==> config.mk <==
export PLATFORM = sky130hd
export DESIGN_NAME = cv32e40p_rf_recovery_seq
export DESIGN_NICKNAME = d
export VERILOG_FILES = /design/src/rtl/cv32e40p_rf_recovery_seq.sv
export SDC_FILE = /design/constraint.sdc
export NUM_CORES = 1
export LEC_CHECK = 0
export ABC_AREA = 1
export BUFFER_PORTS_ARGS = -buffer_cell sky130_fd_sc_hd__buf_2
export CAP_MARGIN = 20
export CORE_MARGIN = 4
export CORE_UTILIZATION = 33
export CTS_BUF_LIST = sky130_fd_sc_hd__clkbuf_8 sky130_fd_sc_hd__clkbuf_16
export DETAILED_ROUTE_END_ITERATION = 12
export HOLD_SLACK_MARGIN = 0.02
export PLACE_DENSITY = 0.85
export SLEW_MARGIN = 20
export SYNTH_ARGS = -nofsm -noshare
export SYNTH_HDL_FRONTEND = slang
export SYNTH_SLANG_ARGS = --single-unit
==> constraint.sdc <==
create_clock -name clk_i -period 1.4 [get_ports clk_i]
set_clock_uncertainty 0.1 [all_clocks]
set_input_delay 0.07 -clock clk_i [delete_from_list [all_inputs] [get_ports clk_i]]
set_output_delay 0.07 -clock clk_i [all_outputs]
set_load 0.01 [all_outputs]
==> src/rtl/cv32e40p_rf_recovery_seq.sv <==
// Register-file recovery sequencer: quiesces the core, then replays a checkpoint
// into the RF write ports two registers (even/odd pair) per cycle.
module cv32e40p_rf_recovery_seq #(
  parameter int NUM_REGS = 32
) (
  input  logic        clk_i,
  input  logic        rst_i,
  input  logic        start_i,
  input  logic        ckpt_valid_i,
  input  logic        quiesce_i,
  output logic        ckpt_req_o,
  input  logic        ckpt_gnt_i,
  output logic [5:0]  ckpt_raddr_a_o,
  output logic [5:0]  ckpt_raddr_b_o,
  input  logic [31:0] ckpt_rdata_a_i,
  input  logic [31:0] ckpt_rdata_b_i,
  output logic        recover_o,
  output logic [5:0]  regfile_waddr_a_o,
  output logic [31:0] regfile_wdata_a_o,
  output logic        regfile_we_a_o,
  output logic [5:0]  regfile_waddr_b_o,
  output logic [31:0] regfile_wdata_b_o,
  output logic        regfile_we_b_o,
  output logic        busy_o,
  output logic        done_o,
  output logic        error_o
);

  //  state   | meaning
  //  S_IDLE  | waiting for start_i; checks ckpt_valid_i
  //  S_HALT  | recover asserted, waiting for the core to quiesce
  //  S_READ  | requesting register pairs from checkpoint storage
  //  S_FLUSH | last pair's read data is being written
  //  S_DONE  | one-cycle completion pulse

  localparam int NPAIRS = NUM_REGS / 2;
  localparam int CNT_W  = $clog2(NPAIRS);
  localparam logic [CNT_W-1:0] LAST_PAIR = CNT_W'(NPAIRS - 1);

  if (NUM_REGS != 32 && NUM_REGS != 64) begin : g_bad_num_regs
    $error("cv32e40p_rf_recovery_seq: NUM_REGS must be 32 or 64");
  end

  typedef enum logic [2:0] {
    S_IDLE,
    S_HALT,
    S_READ,
    S_FLUSH,
    S_DONE
  } state_t;

  state_t           r_state;
  state_t           w_next;
  logic [CNT_W-1:0] r_cnt;
  logic             r_pend;
  logic             r_error;
  logic [5:0]       r_waddr_a;
  logic [5:0]       r_waddr_b;

  logic             w_recover;
  logic             w_req;
  logic             w_done;
  logic             w_grant;
  logic [5:0]       w_raddr_a;
  logic [5:0]       w_raddr_b;

  assign w_raddr_a = 6'({r_cnt, 1'b0});
  assign w_raddr_b = 6'({r_cnt, 1'b1});
  assign w_grant   = (r_state == S_READ) && ckpt_gnt_i;

  always_comb begin
    w_next    = r_state;
    w_recover = 1'b0;
    w_req     = 1'b0;
    w_done    = 1'b0;
    case (r_state)
      S_IDLE: begin
        if (start_i && ckpt_valid_i) w_next = S_HALT;
      end
      S_HALT: begin
        w_recover = 1'b1;
        if (quiesce_i) w_next = S_READ;
      end
      S_READ: begin
        w_recover = 1'b1;
        w_req     = 1'b1;
        if (ckpt_gnt_i && (r_cnt == LAST_PAIR)) w_next = S_FLUSH;
      end
      S_FLUSH: begin
        w_recover = 1'b1;
        w_next    = S_DONE;
      end
      S_DONE: begin
        w_recover = 1'b1;
        w_done    = 1'b1;
        w_next    = S_IDLE;
      end
      default: w_next = S_IDLE;
    endcase
  end

  always_ff @(posedge clk_i or posedge rst_i) begin
    if (rst_i) begin
      r_state <= S_IDLE;
    end else begin
      r_state <= w_next;
    end
  end

  always_ff @(posedge clk_i or posedge rst_i) begin
    if (rst_i) begin
      r_cnt     <= '0;
      r_pend    <= 1'b0;
      r_error   <= 1'b0;
      r_waddr_a <= '0;
      r_waddr_b <= '0;
    end else begin
      r_pend  <= w_grant;
      r_error <= (r_state == S_IDLE) && start_i && !ckpt_valid_i;
      if ((r_state == S_HALT) && quiesce_i) begin
        r_cnt <= '0;
      end else if (w_grant) begin
        r_cnt <= (r_cnt == LAST_PAIR) ? '0 : r_cnt + 1'b1;
      end
      if (w_grant) begin
        r_waddr_a <= w_raddr_a;
        r_waddr_b <= w_raddr_b;
      end
    end
  end

  // Addresses and data are gated so the bus stays quiet outside a transfer.
  assign ckpt_req_o        = w_req;
  assign ckpt_raddr_a_o    = w_req ? w_raddr_a : 6'd0;
  assign ckpt_raddr_b_o    = w_req ? w_raddr_b : 6'd0;
  assign recover_o         = w_recover;
  assign regfile_waddr_a_o = r_waddr_a;
  assign regfile_waddr_b_o = r_waddr_b;
  assign regfile_wdata_a_o = r_pend ? ckpt_rdata_a_i : 32'd0;
  assign regfile_wdata_b_o = r_pend ? ckpt_rdata_b_i : 32'd0;
  assign regfile_we_b_o    = r_pend;
  assign regfile_we_a_o    = r_pend && (r_waddr_a != 6'd0);
  assign busy_o            = (r_state != S_IDLE);
  assign done_o            = w_done;
  assign error_o           = r_error;

endmodule
==> run_results.csv <==
group,metric,value,unit
status,status,"finished clean",
final_layout,nets,459,
synth,synth_cells,237,
sta,rsz0062_at_grt,"yes",
sta,drv_slew,0,
clocking,htree_levels,1,
final_layout,area_growth,65.8,%
route,dr.pass1.iters,4,
global_routing,grt-ovfl-total,0,
die,placementRows,22,
clocking,cts_buffers,3,
sta,setup_violations,0,
global_routing,grt_usage,18.1,%
die,start_util,35.4,%
clocking,cts_root_buf,"clkbuf_8",
sta,final-hold-violation-count,0,
sta,setup_tns,0,ps
power,powerDensity,1050,mW/mm²
placement,place_inst,426,
global_routing,first_global_vias,1587,
placement,place_ws,10.6,ps
final_layout,stdcell_count,435,
synth,syn_area,0.00135,mm²
clocking,max-clock-path-buffers,2,
route,finalWirelength,5.13,mm
route,wire_per_inst,11.8,µm
synth,synth_cell_types,24,
final_layout,post-route-util,58.7,%
route,detail_route.iter0.violations,57,
critical_path,path_class,"reg -> reg",
critical_path,slowest_delay,420,ps
die,pin_count,165,
global_routing,grt_first_pass_wirelength,7.49,mm
clocking,clock-sinks,14,
die,core-area,0.00380,mm²
die,dieWidth,71.8,µm
power,p_leak,1.90,nW
sta,max_slew_margin,65.3,%
route,vias,1786,
critical_path,crit_required,1480,ps
power,fin_total_pwr,2.34,mW
route,drtAntennaViolNets,0,
synth,ys_seq_area_share,26.0,%
global_routing,antenna_found_initial,0,
route,via_per_inst,4.11,
sta,max_freq,715,MHz
placement,dp_hpwl,4.27,mm
final_layout,final_common_cell,"buf_2",
clocking,insertion_delay,240,ps
critical_path,cp-start-kind,"register",
clocking,clkSlewWorstSetupHoldPaths,60,ps
die,die_area,0.00516,mm²
synth,syn_avg_cell_area,5.68,µm²
final_layout,antenna_cells,0,
power,ir_drop,0.823,mV
critical_path,end_kind,"register",
critical_path,crit_chain,"nor2_4 > nand3_2 > inv_2 > nand3b_1 > nand2_1",
critical_path,worstPathMaxFanout,13,
sta,layout_min_cycle_time,1400,ps
synth,yosysWarnings,0,
final_layout,drive_gt1_share,47.3,%
worst_hold_path,hold_path_class,"in -> reg",
final_layout,num-fill-cells,380,
critical_path,arrival,1480,ps
final_layout,final_cell_mix,"buf_2, nand2_1, inv_1",
route,drc_errors,0,
flow_run,maxCapViolations,0,
sta,period_share,99.8,%
placement,io_buffers,158,
global_routing,grt_max_degree,26,
sta,worstMarginPinSlew,520,ps
synth,yosys_register_bits,14,
die,fp.dieH,71.8,µm
placement,gp_congestion,0.871,
critical_path,critPathSlowestCell,"dfrtp_1",
clocking,cts_tree,"yes",
sta,worst_slack,2.29,ps
[per-stage QoR]
stage,hold slack (ps),area [µm²]
2_1_floorplan,-141,1360
3_3_place_gp,24.7,2090
3_5_place_dp,31.9,2090
4_1_cts,35.3,2230
5_1_grt,51.4,2230
6_report,40.1,2230
[state kept, by name, summed over array words and instances (netlist names)]
| name | count |
|---|---|
| regfile_we_b_o | 1 |
| r_cnt | 4 |
| regfile_waddr_b_o | 5 |
| r_state | 3 |
| error_o | 1 |
[routing by layer]
layer  part of all wire [%]  routed length (µm)  GRT usage, %  vias to the layer above
met3                    9.9                 505          3.79                        6
met5                      0                   0             0                        -
met2                     53                2710          34.9                       90
met4                   0.86                  44          4.38                        0
li1                       -                   -             -                      938
met1                     36                1870          20.0                      752
[where the power goes]
part	leakage (nW)	switching, mW	total (mW)	internal, mW
clock network	0.0288	0.141	0.390	0.249
registers	0.184	0.115	0.622	0.507
logic	1.69	0.781	1.33	0.547
total	1.90	1.04	2.34	1.30
[logic make-up after synthesis]
| group | after synthesis | share of synthesized area (%) |
|---|---|---|
| and+or+nand+nor | 112 | 34.9 |
| buffers and inverters | 101 | 33.2 |
| adders and majority gates | 1 | 0.930 |
| DFF | 14 | 26.0 |
| AOI/OAI and AO/OA | 7 | 4.00 |
| other | 1 | 0.279 |
| xor gates and xnor gates | 1 | 0.651 |
[timing repair]
| item | 4_1_cts | 5_1_grt |
|---|---|---|
| cloned | 1 | 0 |
| resized for setup | 5 | 5 |
| endpoints found under the hold margin | 15 | 0 |
| endpoints found under the setup margin | 12 | 41 |
| pin swaps | 1 | 1 |
| setup buffers | 1 | 0 |
| hold buffers | 3 | 0 |
[worst paths after layout]
| path | start | to | slack [ps] | depth (start not counted) |
|---|---|---|---|---|
| max | r_state[2] | r_cnt[0] | 2 | 5 |
| min | quiesce_i | r_state[1] | 40 | 3 |
| max reg2reg | r_state[2] | r_cnt[0] | 2 | 5 |
| min reg2reg | regfile_waddr_b_o[0] | regfile_waddr_b_o[0] | 390 | 1 |
| max in group asynchronous | rst_i | regfile_we_b_o | 520 | 3 |
| min in group asynchronous | rst_i | regfile_waddr_b_o[0] | 310 | 3 |
[layout make-up]
type	instances	area [µm²]	area share [%]
Clock buffer	4	55.1	2.47
Inverter	77	289	13.0
Timing Repair Buffer	165	883	39.6
Sequential cell	14	352	15.8
Multi-Input combinational cell	127	591	26.5
Tap cell	48	60.1	2.69
[synth_stat cells]
cell type,count,area (µm²)
buf_2,6,30.0
nor2_1,9,33.8
inv_1,76,285
a31oi_1,1,6.26
xor2_1,1,8.76
nor2_2,1,6.26
nor2_4,1,11.3
nand3_2,1,10.0
nand3_1,12,60.1
conb_1,1,3.75
nand2_1,82,308
dfrtp_1,14,350
a21boi_0,1,7.51
clkbuf_1,2,7.51
nand3b_1,1,7.51
buf_4,16,120
inv_2,1,3.75
nand2_2,1,6.26
ha_1,1,12.5
nand4_1,2,12.5
or2_2,1,6.26
o21ai_0,1,5.00
o21ai_2,4,35.0
nor3b_1,1,7.51
[critical path, delay by kind of cell, from the launching register on]
kind / cells / cell delay [ps]
buffers and inverters: 1 / 210
flip-flops: 1 / 420
AND/OR/NAND/NOR: 4 / 620
Power figures use the tool's default switching activity.
